$ cat src/rtl/scr1_pipe_vsum_seq_if.sv
// scr1_pipe_vsum_seq_if: command, operand, adder-array and result signals of the vector sum sequencer.
interface scr1_pipe_vsum_seq_if;
   logic         cmd_vld;
   logic         cmd_rdy;
   logic [1:0]   cmd_op;
   logic [5:0]   cmd_vl;
   logic         in_vld;
   logic         in_rdy;
   logic [255:0] in_op1;
   logic [255:0] in_op2;
   logic [255:0] sum_op1;
   logic [255:0] sum_op2;
   logic         sum_sub;
   logic [255:0] sum_res;
   logic [7:0]   sum_sign;
   logic         out_vld;
   logic         out_rdy;
   logic [255:0] out_data;
   logic [7:0]   out_mask;
   logic         out_last;
   logic         busy;

   modport slave (
      input  cmd_vld, cmd_op, cmd_vl, in_vld, in_op1, in_op2, sum_res, sum_sign, out_rdy,
      output cmd_rdy, in_rdy, sum_op1, sum_op2, sum_sub, out_vld, out_data, out_mask, out_last, busy
   );

   modport master (
      output cmd_vld, cmd_op, cmd_vl, in_vld, in_op1, in_op2, sum_res, sum_sign, out_rdy,
      input  cmd_rdy, in_rdy, sum_op1, sum_op2, sum_sub, out_vld, out_data, out_mask, out_last, busy
   );
endinterface

$ cat src/rtl/scr1_pipe_vsum_seq.sv
// scr1_pipe_vsum_seq: streams 8-lane operand beats through the adder array and returns masked result beats.
module scr1_pipe_vsum_seq #(
   parameter int BEATS_MAX = 4
) (
   input logic                  clk,
   input logic                  rst,
   scr1_pipe_vsum_seq_if.slave  bus
);
   localparam int VL_MAX = 8 * BEATS_MAX;

   typedef enum logic [1:0] {IDLE, RUN, DRAIN} state_t;

   state_t       r_state, w_next;
   logic [1:0]   r_op;
   logic [5:0]   r_vl;
   logic [2:0]   r_nbeats, r_cnt;
   logic         r_sub;
   logic         r_opnd_v, r_opnd_last;
   logic [7:0]   r_opnd_mask;
   logic [255:0] r_op1, r_op2;
   logic         r_out_vld, r_out_last;
   logic [7:0]   r_out_mask;
   logic [255:0] r_out_data;
   logic         w_cmd_fire, w_in_fire, w_in_rdy, w_adv, w_cmd_rdy, w_busy;
   logic [5:0]   w_vl;
   logic [2:0]   w_nbeats;
   logic [7:0]   w_mask;
   logic [255:0] w_res;

   assign w_vl       = (bus.cmd_vl > 6'(VL_MAX)) ? 6'(VL_MAX) : bus.cmd_vl;
   assign w_nbeats   = w_vl[5:3] + {2'b0, |w_vl[2:0]};
   assign w_adv      = r_opnd_v & (!r_out_vld | bus.out_rdy);
   assign w_cmd_fire = bus.cmd_vld & w_cmd_rdy;
   assign w_in_fire  = bus.in_vld & w_in_rdy;

   always_comb begin
      w_next    = r_state;
      w_cmd_rdy = 1'b0;
      w_in_rdy  = 1'b0;
      w_busy    = 1'b1;
      unique case (r_state)
         IDLE: begin
            w_cmd_rdy = 1'b1;
            w_busy    = 1'b0;
            w_next    = (bus.cmd_vld && w_vl != 6'd0) ? RUN : IDLE;
         end
         RUN: begin
            w_in_rdy = !r_opnd_v || w_adv;
            w_next   = (w_in_fire && r_cnt == r_nbeats - 3'd1) ? DRAIN : RUN;
         end
         // Leave once both stages will be empty after this edge.
         DRAIN:   w_next = (!r_opnd_v && (!r_out_vld || bus.out_rdy)) ? IDLE : DRAIN;
         default: w_next = IDLE;
      endcase
   end

   for (genvar i = 0; i < 8; i++) begin : g_lane
      assign w_mask[i] = {r_cnt, 3'(i)} < r_vl;
      assign w_res[32*i +: 32] = !r_opnd_mask[i] ? 32'd0 :
                                 !r_op[1] ? bus.sum_res[32*i +: 32] :
                                 !r_op[0] ? {31'd0, bus.sum_sign[i]} :
                                 bus.sum_sign[i] ? r_op1[32*i +: 32] : r_op2[32*i +: 32];
   end

   always_ff @(posedge clk) begin
      if (rst) begin
         r_state     <= IDLE;
         r_op        <= '0;
         r_vl        <= '0;
         r_nbeats    <= '0;
         r_cnt       <= '0;
         r_sub       <= 1'b0;
         r_opnd_v    <= 1'b0;
         r_opnd_last <= 1'b0;
         r_opnd_mask <= '0;
         r_op1       <= '0;
         r_op2       <= '0;
         r_out_vld   <= 1'b0;
         r_out_last  <= 1'b0;
         r_out_mask  <= '0;
         r_out_data  <= '0;
      end else begin
         r_state   <= w_next;
         r_opnd_v  <= w_in_fire | (r_opnd_v & !w_adv);
         r_out_vld <= w_adv | (r_out_vld & !bus.out_rdy);
         if (w_cmd_fire) begin
            r_op     <= bus.cmd_op;
            r_vl     <= w_vl;
            r_nbeats <= w_nbeats;
            r_cnt    <= '0;
            r_sub    <= |bus.cmd_op;
         end
         if (w_in_fire) begin
            r_cnt       <= r_cnt + 3'd1;
            r_op1       <= bus.in_op1;
            r_op2       <= bus.in_op2;
            r_opnd_mask <= w_mask;
            r_opnd_last <= r_cnt == r_nbeats - 3'd1;
         end
         if (w_adv) begin
            r_out_data <= w_res;
            r_out_mask <= r_opnd_mask;
            r_out_last <= r_opnd_last;
         end
      end
   end

   assign bus.cmd_rdy  = w_cmd_rdy;
   assign bus.in_rdy   = w_in_rdy;
   assign bus.busy     = w_busy;
   assign bus.sum_op1  = r_op1;
   assign bus.sum_op2  = r_op2;
   assign bus.sum_sub  = r_sub;
   assign bus.out_vld  = r_out_vld;
   assign bus.out_data = r_out_data;
   assign bus.out_mask = r_out_mask;
   assign bus.out_last = r_out_last;
endmodule
$ cat src/flat_wrapper.sv
// flat-port wrapper written by rule: the top's interface ports become plain ports
module scr1_pipe_vsum_seq_flat 
#(
   parameter int BEATS_MAX = 4
)
  (clk, rst, bus_cmd_vld, bus_cmd_op, bus_cmd_vl, bus_in_vld, bus_in_op1, bus_in_op2, bus_sum_res, bus_sum_sign, bus_out_rdy, bus_cmd_rdy, bus_in_rdy, bus_sum_op1, bus_sum_op2, bus_sum_sub, bus_out_vld, bus_out_data, bus_out_mask, bus_out_last, bus_busy);
  scr1_pipe_vsum_seq_if bus_i ();
  input logic clk;
  input logic rst;
  input wire logic [$bits(bus_i.cmd_vld)-1:0] bus_cmd_vld;
  input wire logic [$bits(bus_i.cmd_op)-1:0] bus_cmd_op;
  input wire logic [$bits(bus_i.cmd_vl)-1:0] bus_cmd_vl;
  input wire logic [$bits(bus_i.in_vld)-1:0] bus_in_vld;
  input wire logic [$bits(bus_i.in_op1)-1:0] bus_in_op1;
  input wire logic [$bits(bus_i.in_op2)-1:0] bus_in_op2;
  input wire logic [$bits(bus_i.sum_res)-1:0] bus_sum_res;
  input wire logic [$bits(bus_i.sum_sign)-1:0] bus_sum_sign;
  input wire logic [$bits(bus_i.out_rdy)-1:0] bus_out_rdy;
  output wire logic [$bits(bus_i.cmd_rdy)-1:0] bus_cmd_rdy;
  output wire logic [$bits(bus_i.in_rdy)-1:0] bus_in_rdy;
  output wire logic [$bits(bus_i.sum_op1)-1:0] bus_sum_op1;
  output wire logic [$bits(bus_i.sum_op2)-1:0] bus_sum_op2;
  output wire logic [$bits(bus_i.sum_sub)-1:0] bus_sum_sub;
  output wire logic [$bits(bus_i.out_vld)-1:0] bus_out_vld;
  output wire logic [$bits(bus_i.out_data)-1:0] bus_out_data;
  output wire logic [$bits(bus_i.out_mask)-1:0] bus_out_mask;
  output wire logic [$bits(bus_i.out_last)-1:0] bus_out_last;
  output wire logic [$bits(bus_i.busy)-1:0] bus_busy;
  assign bus_i.cmd_vld = bus_cmd_vld;
  assign bus_i.cmd_op = bus_cmd_op;
  assign bus_i.cmd_vl = bus_cmd_vl;
  assign bus_i.in_vld = bus_in_vld;
  assign bus_i.in_op1 = bus_in_op1;
  assign bus_i.in_op2 = bus_in_op2;
  assign bus_i.sum_res = bus_sum_res;
  assign bus_i.sum_sign = bus_sum_sign;
  assign bus_i.out_rdy = bus_out_rdy;
  assign bus_cmd_rdy = bus_i.cmd_rdy;
  assign bus_in_rdy = bus_i.in_rdy;
  assign bus_sum_op1 = bus_i.sum_op1;
  assign bus_sum_op2 = bus_i.sum_op2;
  assign bus_sum_sub = bus_i.sum_sub;
  assign bus_out_vld = bus_i.out_vld;
  assign bus_out_data = bus_i.out_data;
  assign bus_out_mask = bus_i.out_mask;
  assign bus_out_last = bus_i.out_last;
  assign bus_busy = bus_i.busy;
  scr1_pipe_vsum_seq #(.BEATS_MAX(BEATS_MAX)) u_core (.clk(clk), .rst(rst), .bus(bus_i));
endmodule
$ cat config.mk
export PLATFORM = sky130hd
export DESIGN_NAME = scr1_pipe_vsum_seq_flat
export DESIGN_NICKNAME = d
export VERILOG_FILES = /design/src/rtl/scr1_pipe_vsum_seq_if.sv /design/src/rtl/scr1_pipe_vsum_seq.sv /design/src/flat_wrapper.sv
export SDC_FILE = /design/constraint.sdc
export NUM_CORES = 2
export LEC_CHECK = 0
export ABC_AREA = 1
export BUFFER_PORTS_ARGS = -buffer_cell sky130_fd_sc_hd__buf_4
export CORE_AREA = 10 10 601 603
export CTS_BUF_LIST = sky130_fd_sc_hd__clkbuf_4
export DETAILED_ROUTE_END_ITERATION = 10
export DIE_AREA = 0 0 611 613
export GPL_TIMING_DRIVEN = 0
export PLACE_DENSITY_LB_ADDON = 0.12
export SYNTH_ARGS = -nofsm -noshare
export SYNTH_HDL_FRONTEND = slang
export SYNTH_SLANG_ARGS = --single-unit
$ cat constraint.sdc
create_clock -name clk -period 1.9 [get_ports clk]
set_input_delay 0.285 -clock clk [delete_from_list [all_inputs] [get_ports clk]]
set_output_delay 0.285 -clock clk [all_outputs]
set_load 0.01 [all_outputs]
==> run summary <==
TritonCTS built the clock tree. The overall track demand over capacity in global routing was 0.185; the number of vias per cell was 3.70. The switching power summed over all nets came out at 16300 uW. The region available for standard cell placement spans 349000 sq um. The logs give 0 for the Yosys warning count and 375000 sq um for the area enclosed by the die boundary.

The worst slack at placement is -1750 ps. Clock-pin slew was measured on the worst setup and hold paths at 60 ps. The floorplan step set the die width to 611 um. The portion of the clock cycle consumed by the worst path in the final layout is 1.23, and the arrival time reported for the critical path endpoint is 2060 ps. The area occupied by registers is 17600 sq um. The most used flip-flop cell after synthesis is sky130_fd_sc_hd__dfxtp_1.

The tools report the final wirelength as 367000 um. The initial antenna violation count is 139. The share of total power in the clock network was 0.416.

By area the synthesized netlist is led by sky130_fd_sc_hd__dfxtp_1 49%, sky130_fd_sc_hd__nand2_1 18%, sky130_fd_sc_hd__a21oi_1 13%. For the sequential-to-total area share from yosys stat, the log shows 0.486. In this run the static leakage power is 0.0334 uW. Compared with the post-synthesis result, the final layout area differs by 143%.

Setup repair after global routing could not meet its margin everywhere. The biggest area contributor in the post-synthesis netlist is sky130_fd_sc_hd__dfxtp_1. The relative slew slack was 0.124. Final-report hold violation count: 0.

The cell sitting at the root of the clock tree is a sky130_fd_sc_hd__clkbuf_4. The kind of start point of the critical path is a flop. The area used by multi-input combinational logic is 14700 sq um, and the switching part of the total power is 0.323.

Routability-driven placement finished with a final weighted congestion of 0.864. The routed layout has 50200 vias. The initial core utilization is 0.0951.

After detailed routing, the average wire length per cell comes to 27.0 um. In this run the vertical extent of the chip is 613 um. The mean instance size in the synthesized netlist came out at 7.02 sq um.

The class of the tightest hold or removal check was in2reg. The pin slew with the least headroom to its limit came out at 1310 ps. The fraction of synthesis flops using an asynchronous set or reset pin was 0; the estimated wirelength of the detail-placed design was 298000 um. During placement, the flow inserted port buffers numbering 1566.

The logs give 0.356 for the sequential cell fraction of total power and 1102 for the final count of negative-setup-slack endpoints. The pin count of the biggest net entering global routing was 14; the via count of the first global-routing pass was 52500. The logic gate share of total power was 0.228; the cell-internal power was 34300 uW.

The fraction of post-synthesis cell area in the top cell type by area came out at 0.486. The count of mapped cells out of synthesis came out at 4723. The number of clock buffers added by TritonCTS is 288.

Summed over all failing endpoints, the final setup total negative slack is -110350 ps. For the count of fill cells added during filler insertion, the log shows 39300. For this run, design rule violations remaining after detail routing come to 0. The final design utilization was 0.231; the net count of the mapped netlist was 5520. At the worst endpoint, the required time is 1620 ps. The final number of max-transition violations came out at 0.

The synthesized netlist occupies a cell area of 33200 sq um. The fraction of final layout cells with drive strength greater than 1 is 0.413. The number of H-tree levels is 5. In this run the count of I/O pins placed on the die edge is 1571. Across the VDD grid, the largest voltage drop is 0.000308 V. By count the netlist is led by 1579 x sky130_fd_sc_hd__nand2_1, 845 x sky130_fd_sc_hd__a21oi_1, 805 x sky130_fd_sc_hd__dfxtp_1. Along the worst path, the maximum fanout reaches 3. Yosys instantiated no cell more often than sky130_fd_sc_hd__nand2_1.

The routed design could run at a clock period as short as 2340 ps. On the final layout, the worst clock skew is 127 ps. The checks that failed: setup timing. The flow ran to the end, but the final reports show violations. The final antenna-violating net count is 0. Final hold analysis gives a worst-case slack of 198 ps. The tools report the endpoint type of the worst setup path as a primary output.

The number of synthesized register bits was 805. Timing would allow up to 427 MHz. After global routing the overflow that remains totals 0. The detailed router finished its first iteration with 2519 violations. The run gives 217 as the number of standard-cell rows in the floorplan. The total number of clock tree sinks was 805; the clock latency on the worst-skew pair was 1340 ps. The first-pass GRT wire length was 479000 um; the post-route worst setup slack was -440 ps. The count of max-cap constraint violations is 0. The final layout contains 9513 nets.

The count of unique library cells instantiated by Yosys was 26. The category of the most critical setup path was reg2out. For this run, the detailed router's first-pass iteration total came to 5. In this run, synthesis inferred 0 flip-flops with an integrated enable. Power spread over the standard cell area amounts to 628 nW/um^2. The clock passes through at most 4 buffers.
-- state kept, by name (all words and copies together) (netlist names) --
signal,count
u_core.bus.sum_op2,256
u_core.bus.out_vld,1
u_core.r_vl,6
u_core.r_opnd_mask,8
u_core.bus.out_last,1
u_core.r_opnd_last,1
u_core.bus.sum_sub,1
u_core.r_opnd_v,1
u_core.r_state,2
u_core.bus.out_data,256
u_core.bus.out_mask,8
u_core.r_nbeats,3
u_core.r_op,2
u_core.r_cnt,3
u_core.bus.sum_op1,256
-- power groups by stage --
| stage | Clock (uW) | Sequential [uW] | Combinational, uW |
|---|---|---|---|
| floorplan | 0 | 18500 | 2180 |
| global placement | 0 | 18500 | 7290 |
| detailed placement | 0 | 18500 | 7310 |
| CTS | 22100 | 18000 | 11600 |
| global route | 22900 | 18000 | 12300 |
| finish | 21000 | 18000 | 11600 |
-- placed cells by master (no fill, tap or decap), drive strengths merged --
| cell type | netlist | routed |
|---|---|---|
| nor2 | 237 | 237 |
| a211oi | 3 | 3 |
| a31oi | 1 | 1 |
| dlygate4sd3 | 0 | 1564 |
| dfxtp | 805 | 805 |
| nand3 | 19 | 19 |
| bufinv | 0 | 6 |
| nand2 | 1580 | 1580 |
| nor3 | 2 | 2 |
| o21ai | 640 | 640 |
| a21oi | 845 | 845 |
| clkinv | 6 | 44 |
| xor2 | 1 | 1 |
| nand4 | 1 | 1 |
| clkdlybuf4s15 | 0 | 1 |
| buf | 214 | 2343 |
| clkbuf | 153 | 585 |
| ha | 8 | 8 |
| clkinvlp | 0 | 3 |
| diode | 0 | 66 |
| inv | 208 | 221 |
-- what timing repair did --
item / in CTS / in global routing
gates resized for setup: 1786 / 421
cloned: 2 / 3
buffers inserted: 439 / 123
hold buffers: 1564 / 0
endpoints found under the setup margin: 1578 / 1497
endpoints found under the hold margin: 801 / 0
pin swaps: 13 / 28
-- layout make-up --
class / instances / share of cell area
well taps: 4599 / 0.0714
multi-input cells: 3337 / 0.183
inverters: 214 / 0.0104
clock buffers: 423 / 0.0394
repair buffers: 3706 / 0.441
plain buffers: 364 / 0.0297
clock inverters: 60 / 0.00545
diodes: 66 / 0.00205
flip-flops and latches: 805 / 0.218
-- cells by family (layout without fill, tap and decap cells) --
| kind of cell | count (synthesis) | count (layout) | synth area share |
|---|---|---|---|
| and+or+nand+nor | 1839 | 1839 | 0.210 |
| adders and majority gates | 8 | 8 | 0.00302 |
| AOI/OAI and AO/OA | 1489 | 1489 | 0.225 |
| other | 0 | 66 | 0 |
| DFF | 805 | 805 | 0.486 |
| buffers and inverters | 581 | 4767 | 0.0755 |
| xor gates and xnor gates | 1 | 1 | 0.000264 |
-- worst paths after layout --
check,from,to,slack [ps],depth (start not counted)
setup / recovery,u_core.r_state[0],bus_in_rdy,-440,5
hold / removal,bus_sum_res[151],u_core.bus.out_data[151],200,6
setup reg to reg,u_core.r_state[0],u_core.bus.sum_op2[102],-180,9
hold reg to reg,u_core.bus.sum_op1[207],u_core.bus.sum_op1[207],460,2
-- per-layer routing --
metal  vias up  GRT usage  share of wire
met5         -          0        0.00062
met4        34     0.0514          0.033
met3       500     0.0431          0.055
met2      1691      0.345           0.52
met1     24400      0.210           0.39
li1      23600          -              -
-- through the flow --
stage               cell area (sq um)  power [uW]  instances
global placement                50700       25800      10900
floorplan                       33200       20700       4723
global route                    80500       53300      13500
detailed placement              50900       25800      10900
finish                          80600       50600      13600
CTS                             78400       51600      13400
-- worst max-delay path, cell delays in order, from the launching register on --
cell	delay [ps]
sky130_fd_sc_hd__dfxtp_2	350
sky130_fd_sc_hd__inv_2	60
sky130_fd_sc_hd__nor2_4	120
sky130_fd_sc_hd__nand2_2	60
sky130_fd_sc_hd__inv_2	80
sky130_fd_sc_hd__buf_12	130
(Power assumes the default switching activity.)
